==> config.mk <==
export PLATFORM = sky130hd
export DESIGN_NAME = sprite_sram_writer
export DESIGN_NICKNAME = d
export VERILOG_FILES = /design/src/rtl/sprite_sram_writer.sv
export SDC_FILE = /design/constraint.sdc
export NUM_CORES = 1
export LEC_CHECK = 0
export ABC_AREA = 1
export BUFFER_PORTS_ARGS = -buffer_cell sky130_fd_sc_hd__buf_2
export CORE_MARGIN = 5
export CORE_UTILIZATION = 45
export CTS_CLUSTER_SIZE = 14
export DETAILED_ROUTE_END_ITERATION = 6
export MAX_ROUTING_LAYER = met4
export PLACE_DENSITY = 0.69
export SLEW_MARGIN = 40
export SYNTH_ARGS = -nofsm -noshare
export SYNTH_HDL_FRONTEND = slang
export SYNTH_SLANG_ARGS = --single-unit
export TNS_END_PERCENT = 100
==> constraint.sdc <==
create_clock -name i_clk -period 2.35 [get_ports i_clk]
set_input_delay 0.235 -clock i_clk [delete_from_list [all_inputs] [get_ports i_clk]]
set_output_delay 0.235 -clock i_clk [all_outputs]
set_load 0.005 [all_outputs]
==> src/rtl/sprite_sram_writer.sv <==
// Sprite loader: takes a streamed 24-bit image, packs pixels to RGB565 and
// writes them to the shared SRAM at base+index, flagging per-pixel opacity.
module sprite_sram_writer #(
    parameter int          SRAM_ADDR_W = 20,
    parameter int          SRAM_DATA_W = 16,
    parameter int          SPRITE_SIZE = 32,
    parameter int          COOR_W      = $clog2(SPRITE_SIZE),
    parameter int          OBJ_ID_W    = 2,
    parameter logic [23:0] KEY_COLOR   = 24'hFF00FF
) (
    input  logic                   i_clk,
    input  logic                   i_rst_n,
    input  logic                   i_start,
    input  logic [OBJ_ID_W-1:0]    i_obj_id,
    input  logic [SRAM_ADDR_W-1:0] i_base_addr,
    input  logic [23:0]            i_pix_data,
    input  logic                   i_pix_valid,
    output logic                   o_pix_ready,
    output logic                   o_sram_writing,
    output logic [SRAM_ADDR_W-1:0] o_sram_addr,
    output logic [SRAM_DATA_W-1:0] o_sram_data,
    output logic [2*COOR_W-1:0]    o_pixel_counter,
    output logic [OBJ_ID_W-1:0]    o_object_id,
    output logic                   o_pixel_opacity,
    output logic                   o_pixel_opacity_valid,
    output logic                   o_busy,
    output logic                   o_done
);

    localparam int               CNT_W = 2 * COOR_W;
    localparam logic [CNT_W-1:0] LAST  = CNT_W'(SPRITE_SIZE * SPRITE_SIZE - 1);

    typedef enum logic [1:0] {S_IDLE, S_RECV, S_WRITE, S_DONE} state_e;

    state_e                 state_q, state_d;
    logic [CNT_W-1:0]       cnt_q, cnt_d;
    logic [OBJ_ID_W-1:0]    obj_id_q, obj_id_d;
    logic [SRAM_ADDR_W-1:0] base_q, base_d;
    logic [SRAM_ADDR_W-1:0] addr_q, addr_d;
    logic [SRAM_DATA_W-1:0] data_q, data_d;
    logic [CNT_W-1:0]       pix_cnt_q, pix_cnt_d;
    logic                   opacity_q, opacity_d;
    logic                   accept;
    logic [15:0]            rgb565;

    assign accept = (state_q == S_RECV) && i_pix_valid;
    assign rgb565 = {i_pix_data[23:19], i_pix_data[15:10], i_pix_data[7:3]};

    always_ff @(posedge i_clk or negedge i_rst_n) begin
        if (!i_rst_n) begin
            state_q <= S_IDLE;
        end else begin
            state_q <= state_d;
        end
    end

    always_comb begin
        state_d = state_q;
        case (state_q)
            S_IDLE:  if (i_start) state_d = S_RECV;
            S_RECV:  if (i_pix_valid) state_d = S_WRITE;
            S_WRITE: state_d = (cnt_q == LAST) ? S_DONE : S_RECV;
            S_DONE:  state_d = S_IDLE;
            default: state_d = S_IDLE;
        endcase
    end

    // Write-cycle payload is captured on the accept edge so WRITE drives it
    // straight from flops; it then holds until the next accepted pixel.
    always_comb begin
        cnt_d     = cnt_q;
        obj_id_d  = obj_id_q;
        base_d    = base_q;
        addr_d    = addr_q;
        data_d    = data_q;
        pix_cnt_d = pix_cnt_q;
        opacity_d = opacity_q;
        if (state_q == S_IDLE && i_start) begin
            cnt_d    = '0;
            obj_id_d = i_obj_id;
            base_d   = i_base_addr;
        end
        if (accept) begin
            addr_d    = base_q + SRAM_ADDR_W'(cnt_q);
            data_d    = SRAM_DATA_W'(rgb565);
            pix_cnt_d = cnt_q;
            opacity_d = (i_pix_data != KEY_COLOR);
        end
        if (state_q == S_WRITE && cnt_q != LAST) begin
            cnt_d = cnt_q + 1'b1;
        end
    end

    always_ff @(posedge i_clk or negedge i_rst_n) begin
        if (!i_rst_n) begin
            cnt_q     <= '0;
            obj_id_q  <= '0;
            base_q    <= '0;
            addr_q    <= '0;
            data_q    <= '0;
            pix_cnt_q <= '0;
            opacity_q <= 1'b0;
        end else begin
            cnt_q     <= cnt_d;
            obj_id_q  <= obj_id_d;
            base_q    <= base_d;
            addr_q    <= addr_d;
            data_q    <= data_d;
            pix_cnt_q <= pix_cnt_d;
            opacity_q <= opacity_d;
        end
    end

    always_comb begin
        o_pix_ready           = (state_q == S_RECV);
        o_sram_writing        = (state_q == S_WRITE);
        o_pixel_opacity_valid = (state_q == S_WRITE);
        o_busy                = (state_q != S_IDLE);
        o_done                = (state_q == S_DONE);
        o_sram_addr           = addr_q;
        o_sram_data           = data_q;
        o_pixel_counter       = pix_cnt_q;
        o_object_id           = obj_id_q;
        o_pixel_opacity       = opacity_q;
    end

endmodule

**Yosys cells after proc, flatten, opt, wreduce, memory -nomap -nowiden**

Cells that the tools add are included.

- Register bits: 81
- Input port bits: 50
- Output and inout port bits: 54
- Logic and storage cells: 31

- Add/subtract/negate cells: 2
- Equality and inequality tests: 8
- Muxes and demuxes: 6
- Reduce and logical (&&, ||, !) cells: 7

Operators with widths:

| kind | count |
|---|---|
| != test 24 bit (second input constant) | 1 |
| adder 20 x 10 -> 20 bit | 1 |
| 2-to-1 mux 10 bit | 2 |
| adder 10 x 1 -> 10 bit (second input constant) | 1 |
| equality test 10 bit (second input constant) | 1 |
| != test 10 bit (second input constant) | 1 |
| one-hot mux 2 bit (4 select lines) | 1 |
| 2-to-1 mux 2 bit | 3 |
| equality test 2 bit (second input constant) | 2 |
| != test 2 bit (second input constant) | 2 |
| nonzero test 2 bit | 2 |
| logical AND 1 bit | 3 |
| equality test 2 x 1 -> 1 bit (second input constant) | 1 |
| zero test 2 bit | 1 |
| AND reduction 2 bit | 1 |

**Longest topological paths before layout**

- Depth in word-level cells: 4
- Gate-level depth with buffers: 13
- Mapped depth without buffers: 13

**Least setup slack after synthesis**

Ideal clock, no wire load.

- Path kind: flip-flop to flip-flop
- Start: reg cnt_q[0]
- End: reg addr_q[8], in the netlist o_sram_addr[8]
- Setup time: 121 ps
- Arrival time: 1599 ps
- Data required time: 2229 ps
- Setup slack: 630 ps
- Cell stages (with the launch flop): 9
- Path buffers: 0
- Period minus slack after synthesis: 1720 ps
- Cells stage by stage: dfrtp_1 > ha_1 > fa_1 > nand3_1 > nand3_1 > a21oi_1 > nand2_1 > nand2_1 > o21ai_1

- Cells in the longest elaborated chain, start to end: 1

Ends and longest elaborated chain:

| item | RTL line | text |
|---|---|---|
| start, declared | 36 | `logic [CNT_W-1:0] cnt_q, cnt_d;` |
| start signal, assigned | 104 | `cnt_q <= cnt_d;` |
| adder 20 x 10 -> 20 bit | 84 | `addr_d = base_q + SRAM_ADDR_W'(cnt_q);` |
| end signal, assigned | 107 | `addr_q <= addr_d;` |
| end, declared | 39 | `logic [SRAM_ADDR_W-1:0] addr_q, addr_d;` |

No other way between the ends.
A chain may end at the register's enable or synchronous reset.

**Worst setup path after layout**

- Start: reg cnt_q[0]
- End: reg addr_q[10], in the netlist o_sram_addr[10]

The elaborated chain is that of the path after synthesis.

==> flow_summary.json <==
{
  "first_pass_iters": 4,
  "hold_buffers": 1,
  "synth-edff-count": 0,
  "route.detailed.drc": 0,
  "antenna_found_initial": 0,
  "intPower_w": 0.00335,
  "p_sw_w": 0.00215,
  "postCtsSetupRepairBufs": 0,
  "yosysUniqueCellTypes": 37,
  "dpl_cell_area_sq_mm": 0.00468,
  "gp_congestion": 0.923,
  "ir_drop_uv": 365,
  "p_per_area_mw_per_mm2": 1120,
  "ios": 104,
  "layout-drive-gt1-share": 0.258,
  "reg2reg_from": "cnt_q[0]",
  "htree_levels": 3,
  "track_usage": 0.185,
  "nNetsFinal": 657,
  "timing.rr.end": "o_sram_addr[10]",
  "postSynthCellCount": 489,
  "ys.flop_type": "dfrtp_1",
  "numCtsBuffers": 9,
  "finalCriticalPeriod_ns": 1.93,
  "antenna_left": 0,
  "coreArea_sq_mm": 0.00876,
  "seqCellArea_sq_mm": 0.00203,
  "ff2ff_setup_slack_ns": 0.42,
  "ys_warn_count": 0,
  "crit_type": "flip-flop to flip-flop",
  "start_util": 0.465,
  "holdPathStages": 3,
  "worst_setup_path_end_kind": "flip-flop",
  "io_buffers": 103,
  "syn_nets": 551,
  "slew_violations": 0,
  "grt_pass1_wl_um": 16200,
  "clk_path_buf_depth": 2,
  "diodes": 0,
  "fillers": 799,
  "die_w_um": 105,
  "yosysTopAreaCellShare": 0.497,
  "syn_area_per_cell_sq_um": 8.34,
  "drv_cap": 0,
  "fin_area_sq_mm": 0.00490,
  "pwr-share-seq": 0.427,
  "hold_end": "o_sram_data[1]",
  "grt_pass1_vias": 3336,
  "fin_setup_tns_ns": 0,
  "drt-total-wl_um": 9900,
  "ys_seq_elements": 81,
  "ys_async_sr_fraction": 1.00,
  "critPathLaunch": "cnt_q[0]",
  "drtIter0Drc": 202,
  "multi_input_area_sq_mm": 0.00180,
  "vias_per_cell": 5.01,
  "p_sw_frac": 0.391,
  "grt_use_met1": 0.258,
  "grt_use_met2": 0.269,
  "hold_path_class": "input port to flip-flop",
  "dp_hpwl_um": 7520,
  "fin_crit_sh": 0.823,
  "cts_tree": "built",
  "yosysTopAreaCell": "dfrtp_1",
  "ys_seq_area_frac": 0.497,
  "cts-root-buf": "clkbuf_8",
  "fin_worst_skew_ns": 0.00914,
  "clkSlewWorstSetupHoldPaths_ns": 0.08,
  "grt_busiest_layer": "met2",
  "grt_max_degree": 82,
  "min-delay-start": "i_pix_data[4]",
  "p_clk_frac": 0.178,
  "p_total_w": 0.00550,
  "tightest_slew_ns": 0.506,
  "finalSetupViolations": 0,
  "status": "finished clean",
  "cp_data_required_time_ns": 2.58,
  "rows": 34,
  "startpoint_type": "flip-flop",
  "design.die.area_sq_mm": 0.0111,
  "die_y_um": 105,
  "relSlewSlack": 0.662,
  "p_leak_nw": 2.63,
  "area_growth_pct": 20.2,
  "max_freq_ghz": 0.517,
  "insertion_delay_ns": 0.35,
  "cts_sinks": 81,
  "pwr-share-comb": 0.395,
  "rr_worst_depth": 6,
  "finalHoldViolCount": 0,
  "wl_per_cell_um": 14.0,
  "critPathMaxFanout": 10,
  "cts_resized": 0,
  "vias": 3546,
  "gr-total-overflow": 0,
  "use_met3": 0.0364,
  "rsz0062_at_grt": "no",
  "syn_area_sq_mm": 0.00408,
  "final_util": 0.559,
  "synth_area_leaders": "dfrtp_1 (50%), nand2_1 (16%), nand3_1 (4.3%), inv_1 (3.5%), ha_1 (3.4%)",
  "arrival_ns": 2.16,
  "fin_hold_ws_ns": 0.107
}
## power groups by stage
| stage | Clock (W) | Combinational, W | Sequential (W) |
|---|---|---|---|
| after detailed placement | 0 | 0.00217 | 0.00238 |
| after global placement | 0 | 0.00211 | 0.00235 |
| after global routing | 0.00107 | 0.00246 | 0.00243 |
| after CTS | 0.00102 | 0.00219 | 0.00235 |
| after floorplan | 0 | 0.00137 | 0.00231 |
| final | 0.000980 | 0.00217 | 0.00235 |
## worst max path at each step
stage / to / slack (ns)
floorplan: o_sram_addr[8] / 0.63
global placement: o_sram_addr[8] / 0.52
detailed placement: o_sram_addr[12] / 0.45
CTS: o_sram_addr[12] / 0.42
global route: o_sram_addr[12] / 0.26
finish: o_sram_addr[10] / 0.42
## per-stage QoR
stage	instances	setup slack, ns
after floorplan	489	0.630
final	708	0.417
after CTS	707	0.421
after detailed placement	690	0.452
after global routing	708	0.264
after global placement	690	0.520
## routing by layer
layer	part of all wire	routed length, um
met4	0.011	108
met1	0.48	4710
met2	0.45	4440
met5	0	0
met3	0.065	642
## cells by family after synthesis
logic type,share of synthesized area
compound gates,0.0700
simple gates,0.275
fa+ha+maj,0.0387
buf+inv,0.0611
xor+xnor,0.0193
mux,0.0387
flops,0.497
## cells in the mapped netlist (7+ instances only)
cell type	count
nand2_1	173
dfrtp_1	81
inv_1	38
nand3_1	35
nor2_1	27
o21ai_1	20
a21oi_1	17
mux2_2	12
ha_1	11
buf_2	10
nand4_1	8
inv_2	7
## placed cells by master (no fill, tap or decap), drive strengths merged, types with 2 or more instances in the layout
master  netlist  layout
inv          45      45
xnor2         5       5
dfrtp        81      81
a21oi        17      17
ha           11      11
buf          13     108
clkinv        0       3
nand4         9       9
nand2       176     176
o21ai        27      27
nor3          4       4
nor2         30      30
clkbuf        1      11
o22ai         5       5
xor2          4       4
nor4          3       3
nand3        36      36
mux2         14      14
or2           2       2
## registers in the layout, summed over array words and instances (netlist names)
signal / count
base_q: 20
cnt_q: 10
o_object_id: 2
o_pixel_counter: 10
o_pixel_opacity: 1
o_sram_addr: 20
o_sram_data: 16
state_q: 2
## final cells by class
type / instances / share of cell area
Tap cell: 108 / 0.0276
Clock buffer: 11 / 0.0268
Multi-Input combinational cell: 349 / 0.367
Clock inverter: 5 / 0.0115
Inverter: 45 / 0.0345
Sequential cell: 81 / 0.414
Timing Repair Buffer: 109 / 0.119
## critical path, stage by stage (launching register included)
cell	delay, ns
dfrtp_1	0.47
ha_1	0.30
fa_1	0.47
nand3_1	0.13
nand3_2	0.18
o21ai_0	0.21
nand2_1	0.06
Note: power is estimated with default switching activity, not from simulation.
